`src/rtl/move_pkg.sv`:
```
// Shared constants for the character movement block: vertical state
// encoding and bit positions inside the key and collision vectors.
package move_pkg;

  // Vertical state encoding, kept as plain constants so older code that
  // compares the state output against integers keeps working.
  localparam logic [1:0] ST_GROUND = 2'd0;
  localparam logic [1:0] ST_RISE   = 2'd1;
  localparam logic [1:0] ST_FALL   = 2'd2;

  // Key vector bit positions (w/a/s/d).
  localparam int KEY_JUMP  = 0;
  localparam int KEY_LEFT  = 1;
  localparam int KEY_DOWN  = 2;
  localparam int KEY_RIGHT = 3;

  // Collision vector bit positions, as produced by the collision unit.
  localparam int COL_FLOOR = 0;
  localparam int COL_CEIL  = 1;
  localparam int COL_RIGHT = 2;
  localparam int COL_LEFT  = 3;

endpackage

```
`src/rtl/move_vert.sv`:
```
// Vertical motion of one character: GROUND/RISE/FALL state machine,
// signed vertical speed with fall-speed saturation, and the y clamp.
// Optional build macro: DOUBLE_JUMP_EN adds one extra jump while airborne.
module move_vert
  import move_pkg::*;
#(
  parameter int Y_W      = 9,
  parameter int V_W      = 9,
  parameter int GRAVITY  = 1,
  parameter int JUMP_V   = 14,
  parameter int MAX_FALL = 14,
  parameter int Y_MAX    = 479
) (
  input  logic                  clk,
  input  logic                  reset,
  input  logic                  i_tick,
  input  logic                  i_spawn,
  input  logic [Y_W-1:0]        i_spawn_y,
  input  logic                  i_jump_edge,
  input  logic                  i_col_floor,
  input  logic                  i_col_ceil,
  output logic [Y_W-1:0]        o_y,
  output logic signed [V_W-1:0] o_v,
  output logic [1:0]            o_state,
  output logic                  o_jump_pulse
);

  // The y sum is widened beyond Y_W+1 so that a large downward speed near
  // the bottom edge saturates at Y_MAX instead of wrapping.
  localparam int YW2 = ((Y_W > V_W) ? Y_W : V_W) + 2;

  localparam logic signed [V_W:0]     C_GRAV  = (V_W+1)'(GRAVITY);
  localparam logic signed [V_W:0]     C_MIN_V = (V_W+1)'(-MAX_FALL);
  localparam logic signed [V_W-1:0]   C_JUMP  = V_W'(JUMP_V);
  localparam logic signed [YW2-1:0]   C_YMAX  = YW2'(Y_MAX);

  logic [Y_W-1:0]        r_y;
  logic signed [V_W-1:0] r_v;
  logic [1:0]            r_state;
  logic                  r_pulse;
`ifdef DOUBLE_JUMP_EN
  logic                  r_air_used;
  logic                  w_air_next;
`endif

  logic signed [V_W:0]   w_v_dec;
  logic signed [V_W:0]   w_v_lim;
  logic signed [V_W-1:0] w_v_sat;
  logic                  w_v_le0;
  logic signed [V_W-1:0] w_v_next;
  logic [1:0]            w_state_next;
  logic                  w_pulse;
  logic signed [YW2-1:0] w_y_calc;
  logic [Y_W-1:0]        w_y_next;

  // Gravity step one bit wider than the speed so the subtraction cannot
  // wrap, then limited to the terminal fall speed.
  assign w_v_dec = signed'({r_v[V_W-1], r_v}) - C_GRAV;
  assign w_v_lim = (w_v_dec < C_MIN_V) ? C_MIN_V : w_v_dec;
  assign w_v_sat = w_v_lim[V_W-1:0];
  assign w_v_le0 = w_v_lim[V_W] || (w_v_lim == '0);

  // Next speed, state and jump strobe for the coming tick.
  always_comb begin
    // NOTE: every signal gets a default before the case so no path can
    // leave it unassigned and infer a latch.
    w_v_next     = r_v;
    w_state_next = r_state;
    w_pulse      = 1'b0;
`ifdef DOUBLE_JUMP_EN
    w_air_next   = r_air_used;
`endif
    case (r_state)
      ST_GROUND: begin
        if (i_jump_edge && !i_col_ceil) begin
          w_v_next     = C_JUMP;
          w_state_next = ST_RISE;
          w_pulse      = 1'b1;
        end else begin
          w_v_next = '0;
          if (!i_col_floor) w_state_next = ST_FALL;
        end
      end
      ST_RISE: begin
        if (i_col_ceil) begin
          w_v_next     = '0;
          w_state_next = ST_FALL;
`ifdef DOUBLE_JUMP_EN
        end else if (i_jump_edge && !r_air_used) begin
          w_v_next     = C_JUMP;
          w_pulse      = 1'b1;
          w_air_next   = 1'b1;
`endif
        end else begin
          w_v_next = w_v_sat;
          if (w_v_le0) w_state_next = ST_FALL;
        end
      end
      ST_FALL: begin
        // Landing outranks a simultaneous jump edge; the jump needs a new edge.
        if (i_col_floor) begin
          w_v_next     = '0;
          w_state_next = ST_GROUND;
`ifdef DOUBLE_JUMP_EN
          w_air_next   = 1'b0;
`endif
`ifdef DOUBLE_JUMP_EN
        end else if (i_jump_edge && !r_air_used) begin
          w_v_next     = C_JUMP;
          w_state_next = ST_RISE;
          w_pulse      = 1'b1;
          w_air_next   = 1'b1;
`endif
        end else begin
          w_v_next = w_v_sat;
        end
      end
      default: begin
        w_v_next     = '0;
        w_state_next = ST_FALL;
      end
    endcase
  end

  // y moves opposite to speed (screen y grows downward), clamped on screen.
  assign w_y_calc = signed'(YW2'(r_y)) - YW2'(w_v_next);

  // Clamp the new y to [0, Y_MAX]; hitting Y_MAX is not a landing.
  always_comb begin
    if (w_y_calc[YW2-1])        w_y_next = '0;
    else if (w_y_calc > C_YMAX) w_y_next = Y_W'(Y_MAX);
    else                        w_y_next = w_y_calc[Y_W-1:0];
  end

  // Vertical registers: reset, then spawn load, then per-tick update.
  always_ff @(posedge clk) begin
    // NOTE: state registers use non-blocking assignments so every flop
    // samples the pre-edge values of the others.
    if (reset) begin
      r_y        <= '0;
      r_v        <= '0;
      r_state    <= ST_FALL;
      r_pulse    <= 1'b0;
`ifdef DOUBLE_JUMP_EN
      r_air_used <= 1'b0;
`endif
    end else if (i_spawn) begin
      r_y        <= i_spawn_y;
      r_v        <= '0;
      r_state    <= ST_FALL;
      r_pulse    <= 1'b0;
`ifdef DOUBLE_JUMP_EN
      r_air_used <= 1'b0;
`endif
    end else if (i_tick) begin
      r_y        <= w_y_next;
      r_v        <= w_v_next;
      r_state    <= w_state_next;
      r_pulse    <= w_pulse;
`ifdef DOUBLE_JUMP_EN
      r_air_used <= w_air_next;
`endif
    end else begin
      r_pulse    <= 1'b0;
    end
  end

  assign o_y          = r_y;
  assign o_v          = r_v;
  assign o_state      = r_state;
  assign o_jump_pulse = r_pulse;

endmodule

```
`src/rtl/move_player.sv`:
```
// Per-character movement: horizontal stepping with clamping and blocking,
// facing direction, jump edge detection, and the vertical sub-block.
// Optional build macro: DOUBLE_JUMP_EN (handled inside move_vert).
module move_player
  import move_pkg::*;
#(
  parameter int X_W      = 10,
  parameter int Y_W      = 9,
  parameter int V_W      = 9,
  parameter int STEP_X   = 1,
  parameter int GRAVITY  = 1,
  parameter int JUMP_V   = 14,
  parameter int MAX_FALL = 14,
  parameter int X_MAX    = 639,
  parameter int Y_MAX    = 479
) (
  input  logic                  clk,
  input  logic                  reset,
  input  logic                  tick,
  input  logic [3:0]            keys,
  input  logic [3:0]            collision,
  input  logic                  spawn,
  input  logic [X_W-1:0]        spawn_x,
  input  logic [Y_W-1:0]        spawn_y,
  output logic [X_W-1:0]        x_pos,
  output logic [Y_W-1:0]        y_pos,
  output logic signed [V_W-1:0] v_speed,
  output logic [1:0]            state,
  output logic                  facing_left,
  output logic                  moving,
  output logic                  jump_pulse
);

  localparam logic [X_W-1:0] C_STEP   = X_W'(STEP_X);
  localparam logic [X_W:0]   C_XMAX_W = (X_W+1)'(X_MAX);

  logic [X_W-1:0] r_x;
  logic           r_facing;
  logic           r_moving;
  logic           r_jump_prev;

  logic           w_left;
  logic           w_right;
  logic           w_jump_edge;
  logic [X_W:0]   w_x_sum;
  logic [X_W-1:0] w_x_next;
  logic           w_facing_next;
  logic           w_unused_down;

  // The down key has no effect on this block.
  assign w_unused_down = keys[KEY_DOWN];

  assign w_left      = keys[KEY_LEFT] && !keys[KEY_RIGHT];
  assign w_right     = keys[KEY_RIGHT] && !keys[KEY_LEFT];
  assign w_jump_edge = keys[KEY_JUMP] && !r_jump_prev;
  assign w_x_sum     = {1'b0, r_x} + (X_W+1)'(STEP_X);

  // Horizontal step: floor at 0, cap at X_MAX, hold when blocked; facing
  // follows the pressed key even when the move itself is blocked.
  always_comb begin
    w_x_next      = r_x;
    w_facing_next = r_facing;
    if (w_left) begin
      w_facing_next = 1'b1;
      if (!collision[COL_LEFT])
        w_x_next = (r_x < C_STEP) ? '0 : r_x - C_STEP;
    end else if (w_right) begin
      w_facing_next = 1'b0;
      if (!collision[COL_RIGHT])
        w_x_next = (w_x_sum > C_XMAX_W) ? C_XMAX_W[X_W-1:0] : w_x_sum[X_W-1:0];
    end
  end

  // Horizontal registers and jump history: reset, spawn load, tick update.
  always_ff @(posedge clk) begin
    if (reset) begin
      r_x         <= '0;
      r_facing    <= 1'b0;
      r_moving    <= 1'b0;
      r_jump_prev <= 1'b0;
    end else if (spawn) begin
      r_x         <= spawn_x;
      r_moving    <= 1'b0;
      r_jump_prev <= keys[KEY_JUMP];
    end else if (tick) begin
      r_x         <= w_x_next;
      r_facing    <= w_facing_next;
      r_moving    <= (w_x_next != r_x);
      r_jump_prev <= keys[KEY_JUMP];
    end
  end

  move_vert #(
    .Y_W      (Y_W),
    .V_W      (V_W),
    .GRAVITY  (GRAVITY),
    .JUMP_V   (JUMP_V),
    .MAX_FALL (MAX_FALL),
    .Y_MAX    (Y_MAX)
  ) u_vert (
    .clk          (clk),
    .reset        (reset),
    .i_tick       (tick),
    .i_spawn      (spawn),
    .i_spawn_y    (spawn_y),
    .i_jump_edge  (w_jump_edge),
    .i_col_floor  (collision[COL_FLOOR]),
    .i_col_ceil   (collision[COL_CEIL]),
    .o_y          (y_pos),
    .o_v          (v_speed),
    .o_state      (state),
    .o_jump_pulse (jump_pulse)
  );

  assign x_pos       = r_x;
  assign facing_left = r_facing;
  assign moving      = r_moving;

endmodule

```
`config.mk`:
```
export PLATFORM = sky130hd
export DESIGN_NAME = move_player
export DESIGN_NICKNAME = d
export VERILOG_FILES = /design/src/rtl/move_pkg.sv /design/src/rtl/move_vert.sv /design/src/rtl/move_player.sv
export SDC_FILE = /design/constraint.sdc
export NUM_CORES = 1
export LEC_CHECK = 0
export CORE_MARGIN = 5
export CORE_UTILIZATION = 48
export DETAILED_ROUTE_END_ITERATION = 16
export HOLD_SLACK_MARGIN = 0.12
export PLACE_DENSITY = 0.82
export SYNTH_ARGS = -nofsm -noshare
export SYNTH_HDL_FRONTEND = slang
export SYNTH_SLANG_ARGS = --single-unit
```
`constraint.sdc`:
```
create_clock -name clk -period 4.4 [get_ports clk]
set_input_delay 0.44 -clock clk [delete_from_list [all_inputs] [get_ports clk]]
set_output_delay 0.44 -clock clk [all_outputs]
set_load 0.05 [all_outputs]
```
==> metrics.md <==
| Metric | Value |
|---|---|
| Status | `completed` |
| Fin crit period | `between 4000 and 5000 ps` |
| Post-Place Cell Area | `3980 um2` |
| Post-Route WL | `10.4 mm` |
| Slew headroom | `between 30% and 40%` |
| Post-route insts no fill | `approximately 590` |
| Largest net degree at the start of global routing | `27` |
| Initial antenna violation count | `0` |
| Seq/Total Area, Yosys | `a little over a fifth` |
| CP Launch Type | `flop` |
| Initial Util | `between 40 and 50%` |
| Worst-path clk slew | `roughly 80 ps` |
| Worst-margin pin slew | `approximately 940 ps` |
| Placeable Area | `between 6000 and 7000 um2` |
| Leak Pwr | `1.59 nW` |
| Routability congestion estimate | `0.942` |
| H-tree depth | `2` |
| I/O Buffers | `just over 60` |
| Library cells used by synthesis | `64` |
| Die X-Extent | `91.5 um` |
| Cell area after layout | `roughly 4300 um2` |
| Setup-failing EPs final | `0` |
| Worst Hold Class | `reg2reg` |
| Placed Cells incl. Taps | `a little under 600` |
| Clock Path Buffers | `2` |
| Post-synth EDFFs | `0` |
| CP max-delay cell | `or4_4` |
| Clock skew | `between 8 and 9 ps` |
| Synthesis-stage register bit count | `34` |
| Period utilization | `98.3%` |
| Warnings, synthesis | `0` |
| Fmax | `231 MHz` |
| Setup_tns | `0 ps` |
| Leading register cell type out of synthesis | `dfxtp_1` |
| VDD IR max | `0.253 mV` |
| Cell Area, Synth | `3190 um2` |
| DRC violations left | `0` |
| Mean post-synth cell area | `around 7.2 um2` |
| Number of max-cap violations | `0` |
| Cells after Synth | `between 400 and 500` |
| Post-synth ARST share | `0%` |
| Die Y | `approximately 92 um` |
| Post-cts hold buffer count | `0` |
| Net Count, Synth | `494` |
| Ratio of cells with drive above 1 in the final layout | `between 10% and 20%` |
| Critical path data arrival time | `approximately 4500 ps` |
| Dpl hpwl | `just over 7 mm` |
| Die area | `8380 um2` |
| Kind of critical path | `reg2reg` |
| Clk sink count | `34` |
| Total GRT Usage | `between 20% and 30%` |
| Pwr dens | `353 nW/um2` |
| Antenna Nets Post-Route | `0` |
| WP data required | `roughly 4600 ps` |
| CTS tree | `yes` |
| CP cell instances | `or4_4 -> or4_4 -> nand2_2 -> nand4_1 -> ha_4 -> nand2b_4 -> a21oi_4 -> ha_4 -> nor2b_4 -> o21ai_2 -> a21oi_2 -> o41ai_2 -> buf_4 -> o21ai_1 -> xor2_2 -> buf_4 -> o21bai_1 -> a21oi_1` |
| CTS root buffer | `clkbuf_8` |
| CP endpoint kind | `flop` |
| Fin. Hold Viols | `0` |
| Inserted Clock Buffers | `5` |
| Clk_lat worst skew | `about 300 ps` |
| Slowest Stage Delay on Critical Path | `around 540 ps` |
| Initial DRC Count | `approximately 450` |
| Final core utilization | `approximately 67%` |
| Top Ports | `64` |
| GRT overflow | `0` |
| Post-DR vias/cell | `roughly 6.4` |
| Critical Path Fanout Max | `8` |
| DR WL/cell | `around 18 um` |
| Slew Viols, Final | `0` |
| Global-route wire length before repair | `roughly 16 mm` |
| Layout area overhead | `33.8%` |
| Drt first pass iters | `6` |
| Hold WS | `between 400 and 500 ps` |
| Rows | `29` |
| Vias in the first global route | `roughly 3.5k` |
| Antenna Diode Count | `0` |
| Final net count | `560` |
| Vias | `3773` |
-- registers in the layout, summed over array words and instances, names as in the netlist --
signal	count
u_vert.o_jump_pulse	1
u_vert.o_state	2
facing_left	1
u_vert.o_y	9
r_jump_prev	1
x_pos	10
u_vert.o_v	9
moving	1
-- cell families (layout without fill, tap and decap cells) --
family,after synthesis,in the layout,share of synthesized area (%)
multiplexers,5,5,1.57
buffers and inverters,55,122,7.21
XOR/XNOR,16,16,4.39
adder cells (fa/ha/maj),19,19,7.68
AND/OR/NAND/NOR,180,180,29.2
flip-flops,34,34,21.3
AO/OA/AOI/OAI,135,135,28.6
-- worst paths after layout --
kind | start | endpoint | slack (ps) | cells after the start
max reg2reg | u_vert.o_v[3]$_SDFFE_PP0P_ | u_vert.o_y[7]$_SDFFE_PP0P_ | 80 | 18
min | r_jump_prev$_SDFFE_PP0P_ | r_jump_prev$_SDFFE_PP0P_ | 470 | 2
max | u_vert.o_v[3]$_SDFFE_PP0P_ | u_vert.o_y[7]$_SDFFE_PP0P_ | 80 | 18
min reg2reg | r_jump_prev$_SDFFE_PP0P_ | r_jump_prev$_SDFFE_PP0P_ | 470 | 2
-- what timing repair did --
| action | 4_1_cts | 5_1_grt |
|---|---|---|
| buffers inserted | 0 | 4 |
| resized for setup | 5 | 23 |
| endpoints found under the setup margin | 9 | 9 |
| pin swaps | 1 | 13 |
-- cell usage after synthesis (all sizes together) (6+ instances only) --
library cell	instances	area (um2)
nor3b	9	67.6
nand2b	14	87.6
a31oi	8	50.1
xor2	7	61.3
o21ai	30	154
nor2	37	139
buf	8	53.8
nor4	7	43.8
xnor2	9	78.8
nand4	6	52.6
ha	18	225
nand3	14	70.1
or2	6	37.5
nand2	40	150
a21oi	36	180
inv	25	93.8
a221oi	10	100
nor3	18	90.1
and3	6	37.5
nor2b	10	62.6
dfxtp	34	681
clkbuf	22	82.6
-- metal layers --
layer	vias to the layer above	track usage (%)	wire, um
li1	1756	-	-
met1	1774	32.1	4490
met2	226	34.4	4710
met3	17	4.63	1010
met4	0	9.17	182
met5	-	0	0
-- per-stage QoR --
stage	total power, mW	setup WS, ps
2_1_floorplan	0.811	30.4
3_3_place_gp	1.02	32.4
3_5_place_dp	1.04	-93.8
4_1_cts	1.41	26.0
5_1_grt	1.59	-63.5
6_report	1.51	75.2
-- cells in the final DEF, fill, tap and decap left out, types with 9 or more instances in the layout --
master / n
ha_1: 16
clkdlybuf4s50_1: 62
dfxtp_1: 32
nand2b_1: 13
inv_1: 25
buf_4: 27
nor3b_1: 9
nand2_1: 39
nor3_1: 17
nor2_1: 36
o21ai_0: 24
xnor2_1: 9
nand3_1: 14
a21oi_1: 30
-- power breakdown --
group | total (mW) | switching (mW) | internal, mW
Combinational | 0.781 | 0.440 | 0.341
Clock | 0.357 | 0.130 | 0.227
Sequential | 0.372 | 0.0392 | 0.332
-- critical path: cells and delay by family, from the launching register on --
family / cells / cell delay [ps]
AOI/OAI and AO/OA: 7 / 1270
and+or+nand+nor: 6 / 1500
adders and majority gates: 2 / 540
buffers and inverters: 2 / 360
xor gates and xnor gates: 1 / 190
DFF: 1 / 330
-- layout make-up --
cell class	count	area (um2)
clock buffers	5	68.8
clock inverters	3	68.8
fillers	526	2150
inverters	25	93.8
multi-input cells	355	2440
flip-flops and latches	34	683
well taps	77	96.3
repair buffers	89	823
(Power assumes the default switching activity.)
